--- config.mk ---
export PLATFORM = sky130hd
export DESIGN_NAME = stack_arb_flat
export DESIGN_NICKNAME = d
export VERILOG_FILES = /design/src/rtl/stack_arb_if.sv /design/src/rtl/stack_arb.sv /design/src/flat_wrapper.sv
export SDC_FILE = /design/constraint.sdc
export NUM_CORES = 1
export LEC_CHECK = 0
export ABC_AREA = 1
export BUFFER_PORTS_ARGS = -buffer_cell sky130_fd_sc_hd__buf_2
export CAP_MARGIN = 20
export CORE_MARGIN = 2
export CORE_UTILIZATION = 47
export DETAILED_ROUTE_END_ITERATION = 16
export GPL_TIMING_DRIVEN = 0
export PLACE_DENSITY_LB_ADDON = 0.05
export SLEW_MARGIN = 30
export SYNTH_ARGS = -nofsm -noshare
export SYNTH_HDL_FRONTEND = slang
export SYNTH_SLANG_ARGS = --single-unit
export TNS_END_PERCENT = 10
--- constraint.sdc ---
create_clock -name clk -period 1.55 [get_ports clk]
set_clock_uncertainty 0.2 [all_clocks]
set_input_delay 0.155 -clock clk [delete_from_list [all_inputs] [get_ports clk]]
set_output_delay 0.155 -clock clk [all_outputs]
set_load 0.02 [all_outputs]
--- src/rtl/stack_arb_if.sv ---
// ---------------------------------------------------------------------------
// stack_arb_if -- bundle between two requesters, the stack arbiter and the
// attached stack.
//
//   req0/req1         requester -> arbiter   request, held until ack/err
//   op0/op1           requester -> arbiter   0 = push, 1 = pop
//   wdata0/wdata1     requester -> arbiter   push data
//   ack0/ack1         arbiter -> requester   one-cycle completion pulse
//   err0/err1         arbiter -> requester   one-cycle refusal pulse
//   rdata             arbiter -> requester   last popped word
//   stk_push/stk_pop  arbiter -> stack       one-cycle strobes
//   stk_push_data     arbiter -> stack       data qualified by stk_push
//   stk_pop_data      stack -> arbiter       current top-of-stack word
//   stk_empty/full    stack -> arbiter       status flags
//
// Modports: slave = arbiter view, master = requester/stack (environment) view.
// ---------------------------------------------------------------------------
interface stack_arb_if #(
   parameter int WORD_BITS = 4
);
   logic                 req0;
   logic                 req1;
   logic                 op0;
   logic                 op1;
   logic [WORD_BITS-1:0] wdata0;
   logic [WORD_BITS-1:0] wdata1;
   logic                 ack0;
   logic                 ack1;
   logic                 err0;
   logic                 err1;
   logic [WORD_BITS-1:0] rdata;
   logic                 stk_push;
   logic                 stk_pop;
   logic [WORD_BITS-1:0] stk_push_data;
   logic [WORD_BITS-1:0] stk_pop_data;
   logic                 stk_empty;
   logic                 stk_full;

   modport slave (
      input  req0, req1, op0, op1, wdata0, wdata1,
      input  stk_pop_data, stk_empty, stk_full,
      output ack0, ack1, err0, err1, rdata,
      output stk_push, stk_pop, stk_push_data
   );

   modport master (
      output req0, req1, op0, op1, wdata0, wdata1,
      output stk_pop_data, stk_empty, stk_full,
      input  ack0, ack1, err0, err1, rdata,
      input  stk_push, stk_pop, stk_push_data
   );
endinterface

--- src/rtl/stack_arb.sv ---
// ---------------------------------------------------------------------------
// stack_arb -- two-requester arbiter in front of a push/pop stack.
//
// Ports:
//   clk   system clock, rising edge
//   rst   asynchronous active-low reset; release is synchronised internally
//   bus   stack_arb_if.slave (requester handshakes and stack strobes)
//
// FSM IDLE -> ISSUE -> RESP for legal ops (strobe one cycle, then ack);
// IDLE -> RESP for refused ops (err, no strobe). Every output is a register.
//
// Optional build macro STACK_ARB_FIXED_PRI_EN: when defined, requester 0
// always wins ties; otherwise ties are resolved round-robin.
// ---------------------------------------------------------------------------
module stack_arb #(
   parameter int WORD_BITS = 4
) (
   input logic       clk,
   input logic       rst,
   stack_arb_if.slave bus
);

   typedef enum logic [1:0] {IDLE, ISSUE, RESP} state_t;

   state_t               state, state_nxt;
   logic [1:0]           rst_sync;
   logic                 rst_ok;
   logic                 gnt_idx, gnt_idx_nxt;
   logic                 gnt_op, gnt_op_nxt;
   logic                 last_gnt, last_nxt;
   logic                 ack0_q, ack0_nxt;
   logic                 ack1_q, ack1_nxt;
   logic                 err0_q, err0_nxt;
   logic                 err1_q, err1_nxt;
   logic                 push_q, push_nxt;
   logic                 pop_q, pop_nxt;
   logic [WORD_BITS-1:0] push_data_q, push_data_nxt;
   logic [WORD_BITS-1:0] rdata_q, rdata_nxt;
   logic                 sel;
   logic                 sel_op;
   logic [WORD_BITS-1:0] sel_data;
   logic                 sel_legal;

   // Reset release passes two flops before the FSM may grant.
   always_ff @(posedge clk or negedge rst) begin
      if (!rst) rst_sync <= '0;
      else      rst_sync <= {rst_sync[0], 1'b1};
   end
   assign rst_ok = rst_sync[1];

   always_comb begin
`ifdef STACK_ARB_FIXED_PRI_EN
      sel = !bus.req0;
`else
      if (bus.req0 && bus.req1) sel = !last_gnt;
      else                      sel = bus.req1;
`endif
      sel_op    = sel ? bus.op1 : bus.op0;
      sel_data  = sel ? bus.wdata1 : bus.wdata0;
      sel_legal = sel_op ? !bus.stk_empty : !bus.stk_full;
   end

   always_ff @(posedge clk or negedge rst) begin
      if (!rst) begin
         state       <= IDLE;
         gnt_idx     <= 1'b0;
         gnt_op      <= 1'b0;
         last_gnt    <= 1'b1;
         ack0_q      <= 1'b0;
         ack1_q      <= 1'b0;
         err0_q      <= 1'b0;
         err1_q      <= 1'b0;
         push_q      <= 1'b0;
         pop_q       <= 1'b0;
         push_data_q <= '0;
         rdata_q     <= '0;
      end else begin
         state       <= state_nxt;
         gnt_idx     <= gnt_idx_nxt;
         gnt_op      <= gnt_op_nxt;
         last_gnt    <= last_nxt;
         ack0_q      <= ack0_nxt;
         ack1_q      <= ack1_nxt;
         err0_q      <= err0_nxt;
         err1_q      <= err1_nxt;
         push_q      <= push_nxt;
         pop_q       <= pop_nxt;
         push_data_q <= push_data_nxt;
         rdata_q     <= rdata_nxt;
      end
   end

   // Outputs are decoded from the next state and registered, so strobes are
   // high during ISSUE and ack/err during RESP.
   always_comb begin
      state_nxt     = state;
      gnt_idx_nxt   = gnt_idx;
      gnt_op_nxt    = gnt_op;
      last_nxt      = last_gnt;
      ack0_nxt      = 1'b0;
      ack1_nxt      = 1'b0;
      err0_nxt      = 1'b0;
      err1_nxt      = 1'b0;
      push_nxt      = 1'b0;
      pop_nxt       = 1'b0;
      push_data_nxt = push_data_q;
      rdata_nxt     = rdata_q;
      case (state)
         IDLE: begin
            if (rst_ok && (bus.req0 || bus.req1)) begin
               gnt_idx_nxt = sel;
               gnt_op_nxt  = sel_op;
               if (sel_legal) begin
                  state_nxt = ISSUE;
                  push_nxt  = !sel_op;
                  pop_nxt   = sel_op;
                  if (!sel_op) push_data_nxt = sel_data;
               end else begin
                  state_nxt = RESP;
                  err0_nxt  = !sel;
                  err1_nxt  = sel;
               end
            end
         end
         ISSUE: begin
            // Top-of-stack is still the pre-pop word during the strobe cycle.
            state_nxt = RESP;
            if (gnt_op) rdata_nxt = bus.stk_pop_data;
            ack0_nxt  = !gnt_idx;
            ack1_nxt  = gnt_idx;
         end
         RESP: begin
            state_nxt = IDLE;
            last_nxt  = gnt_idx;
         end
         default: state_nxt = IDLE;
      endcase
   end

   assign bus.ack0          = ack0_q;
   assign bus.ack1          = ack1_q;
   assign bus.err0          = err0_q;
   assign bus.err1          = err1_q;
   assign bus.rdata         = rdata_q;
   assign bus.stk_push      = push_q;
   assign bus.stk_pop       = pop_q;
   assign bus.stk_push_data = push_data_q;

endmodule
--- src/flat_wrapper.sv ---
// flat-port wrapper written by rule: the top's interface ports become plain ports
module stack_arb_flat 
#(
   parameter int WORD_BITS = 4
)
  (clk, rst, bus_req0, bus_req1, bus_op0, bus_op1, bus_wdata0, bus_wdata1, bus_stk_pop_data, bus_stk_empty, bus_stk_full, bus_ack0, bus_ack1, bus_err0, bus_err1, bus_rdata, bus_stk_push, bus_stk_pop, bus_stk_push_data);
  stack_arb_if #(.WORD_BITS(WORD_BITS)) bus_i ();
  input logic clk;
  input logic rst;
  input wire logic [$bits(bus_i.req0)-1:0] bus_req0;
  input wire logic [$bits(bus_i.req1)-1:0] bus_req1;
  input wire logic [$bits(bus_i.op0)-1:0] bus_op0;
  input wire logic [$bits(bus_i.op1)-1:0] bus_op1;
  input wire logic [$bits(bus_i.wdata0)-1:0] bus_wdata0;
  input wire logic [$bits(bus_i.wdata1)-1:0] bus_wdata1;
  input wire logic [$bits(bus_i.stk_pop_data)-1:0] bus_stk_pop_data;
  input wire logic [$bits(bus_i.stk_empty)-1:0] bus_stk_empty;
  input wire logic [$bits(bus_i.stk_full)-1:0] bus_stk_full;
  output wire logic [$bits(bus_i.ack0)-1:0] bus_ack0;
  output wire logic [$bits(bus_i.ack1)-1:0] bus_ack1;
  output wire logic [$bits(bus_i.err0)-1:0] bus_err0;
  output wire logic [$bits(bus_i.err1)-1:0] bus_err1;
  output wire logic [$bits(bus_i.rdata)-1:0] bus_rdata;
  output wire logic [$bits(bus_i.stk_push)-1:0] bus_stk_push;
  output wire logic [$bits(bus_i.stk_pop)-1:0] bus_stk_pop;
  output wire logic [$bits(bus_i.stk_push_data)-1:0] bus_stk_push_data;
  assign bus_i.req0 = bus_req0;
  assign bus_i.req1 = bus_req1;
  assign bus_i.op0 = bus_op0;
  assign bus_i.op1 = bus_op1;
  assign bus_i.wdata0 = bus_wdata0;
  assign bus_i.wdata1 = bus_wdata1;
  assign bus_i.stk_pop_data = bus_stk_pop_data;
  assign bus_i.stk_empty = bus_stk_empty;
  assign bus_i.stk_full = bus_stk_full;
  assign bus_ack0 = bus_i.ack0;
  assign bus_ack1 = bus_i.ack1;
  assign bus_err0 = bus_i.err0;
  assign bus_err1 = bus_i.err1;
  assign bus_rdata = bus_i.rdata;
  assign bus_stk_push = bus_i.stk_push;
  assign bus_stk_pop = bus_i.stk_pop;
  assign bus_stk_push_data = bus_i.stk_push_data;
  stack_arb #(.WORD_BITS(WORD_BITS)) u_core (.clk(clk), .rst(rst), .bus(bus_i));
endmodule
==> results.toml <==
[setup_path]
end_kind = "flip-flop"
startpoint_type = "flip-flop"
r2r-end = "u_core.bus.err0"
cp.required_ns = 1.55
ff2ff_setup_slack_ns = 0.09
r2r.worst_path.cells = 7
reg2reg_from = "u_core.last_gnt"
worst-path-max-fanout = 5
criticalPathCategory = "reg -> reg"
crit_arrival_ns = 1.46

[global_routing]
grt_first_pass_wirelength_mm = 3.46
grt_max_degree = 22
antenna_found_initial = 0
grt_usage_pct = 19.2
first_global_vias = 821
overflow = 0

[logic_synthesis]
synth_mux_area_share_pct = 0
synth_ff_type = "dfrtp_1"
syn_nets = 125
yosys.area_share.adder_pct = 0
avgSynthCellArea_um2 = 8.91
synthXorXnorAreaFrac_pct = 0
synth_area_um2 = 936
synth-seq-cells = 21
yosys-top-cells-count = "nand2_1, dfrtp_1, inv_1, nand3_1, nor2_1"
synth-compound-area-share_pct = 2.27
synthSimpleGateAreaFrac_pct = 36.4
synth_edf_count = 0
syn_inst = 105
synth.most_common_cell = "nand2_1"
ys.warnings.count = 0
synth_top_family_by_area = "simple AND/OR/NAND/NOR gates"
ys_seq_area_share_pct = 56.3
ys_types = 18
ys_async_sr_fraction_pct = 100
netlist.area_leader.share_pct = 53.5
synth_top_area_cell = "dfrtp_1"
ys_top_cells_by_area = "dfrtp_1, nand2_1, nand3_1"

[floorplan]
floorplan.die.width_um = 48.6
core_region_area_um2 = 1920
die_h_um = 48.6
num_rows = 16
start_util_pct = 48.7
die-area_um2 = 2360
pin_count = 34

[drt]
wl_per_cell_um = 10.7
detail-route-antenna-nets = 0
vias = 833
via_per_inst = 4.48
firstDrtPassIters = 4
drc = 0
routed_wl_mm = 1.99
drt-initial-drc-count = 14

[pwr]
power_density_nw_per_um2 = 1290
p_total_mw = 1.74
leakage_nw = 0.771
ir_drop_mv = 0.776

[final_layout]
n_antenna_cell = 0
final_util_pct = 70.2
area_growth_pct = 44.3
drive_gt1_share_pct = 34.0
stdcell_area_um2 = 1350
nets = 180

[flow_run]
cap_violations = 0

[clock_tree]
cts_max_path_buffers = 2
cts_root_buf = "clkbuf_4"
clk_pin_slew_ns = 0.12
htree_levels = 1
clk_latency_ns = 0.30
clock_sinks = 21
numCtsBuffers = 3
cts_tree = "built"

[timing]
hold_viol = 0
slew_viol_final = 0
final-setup-viol-count = 0
min_period_ns = 1.46
tns_ns = 0
fin_crit_sh_pct = 94.4
max_freq_ghz = 0.684
rsz0062_at_grt = "no"

[worst_hold_path]
hold_path_class = "in -> reg"
min_path_cells = 4
min_to = "u_core.bus.stk_push"
hold_start = "bus_op0"

[status]
status = "complete, no violations"

[placement]
portBuffers = 33
gp_congestion = 0.795
dp_hpwl_mm = 1.38
place_area_um2 = 1130
state kept, by name, summed over array words and instances (netlist names):
name / flops
u_core.bus.stk_pop: 1
u_core.bus.ack0: 1
u_core.bus.stk_push: 1
u_core.last_gnt: 1
u_core.bus.err0: 1
u_core.gnt_op: 1
u_core.gnt_idx: 1
u_core.state: 2
u_core.bus.rdata: 4
u_core.bus.err1: 1
u_core.bus.stk_push_data: 4
u_core.rst_sync: 2
u_core.bus.ack1: 1
repair_timing:
action,in CTS,in global routing
resized for setup,1,4
buffers inserted,2,0
endpoints found under the hold margin,32,0
hold buffers,15,0
setup endpoints to repair,4,7
pin swaps,1,0
per-layer routing:
| layer | share of wire (%) | vias up | track usage [%] | wire [µm] |
|---|---|---|---|---|
| met5 | 0 | - | 0 | 0 |
| met4 | 0.70 | 0 | 8.10 | 14 |
| met3 | 4.1 | 2 | 2.16 | 81 |
| met2 | 51 | 25 | 35.6 | 1020 |
| met1 | 44 | 375 | 22.3 | 874 |
| li1 | - | 431 | - | - |
area by class of cell:
cell class                 count  area [µm²]
multi-input combinational     73         385
clock buffer                   3        22.5
inverter                      11        43.8
tap                           27        33.8
timing repair buffer          50         330
sequential                    21         527
fill                         171         572
clock inverter                 1        7.51
through the flow:
stage	setup WS [ns]	hold WS (ns)	instances
final	0.0873	0.0187	186
after detailed placement	-0.0124	-0.0612	165
after global routing	0.00368	0.0254	186
after floorplan	0.176	-0.341	105
after CTS	0.0290	0.00489	186
after global placement	0.0218	-0.0669	165
power by group:
group	switching (mW)	internal [mW]
Sequential	0.0936	0.715
Combinational	0.417	0.248
Clock	0.167	0.0982
Total	0.677	1.06
worst max-delay path, stage by stage, from the launching register on:
cell     delay [ns]
dfstp_2        0.57
nand2_2        0.08
nand2_4        0.10
nand2_1        0.09
nand3_1        0.09
nand2_1        0.09
nand2_1        0.10
nor2_1         0.05
cells in the final DEF (no fill, tap or decap), types with 2 or more instances in the layout:
cell / instances
clkbuf_4: 3
dfrtp_1: 20
buf_4: 2
dlygate4sd3_1: 15
nand2_2: 3
nand2_4: 4
buf_2: 33
nand3_1: 9
nor2_1: 6
nand2_1: 41
nor2_8: 2
inv_1: 9
kinds of logic (layout without fill, tap and decap cells):
family / count (synthesis) / count (layout)
simple gates: 68 / 68
flops: 21 / 21
buf+inv: 11 / 65
compound gates: 4 / 4
other cells: 1 / 1
worst max path at each step:
stage	cells past startpoint	endpoint	startpoint
floorplan	7	u_core.bus.stk_push_data[0]	u_core.last_gnt
global placement	7	u_core.bus.stk_push_data[1]	u_core.last_gnt
detailed placement	7	u_core.bus.stk_push_data[3]	u_core.last_gnt
CTS	7	u_core.bus.stk_push_data[3]	u_core.last_gnt
global route	7	u_core.bus.stk_push_data[0]	u_core.last_gnt
finish	7	u_core.bus.err0	u_core.last_gnt
(Power assumes the default switching activity.)
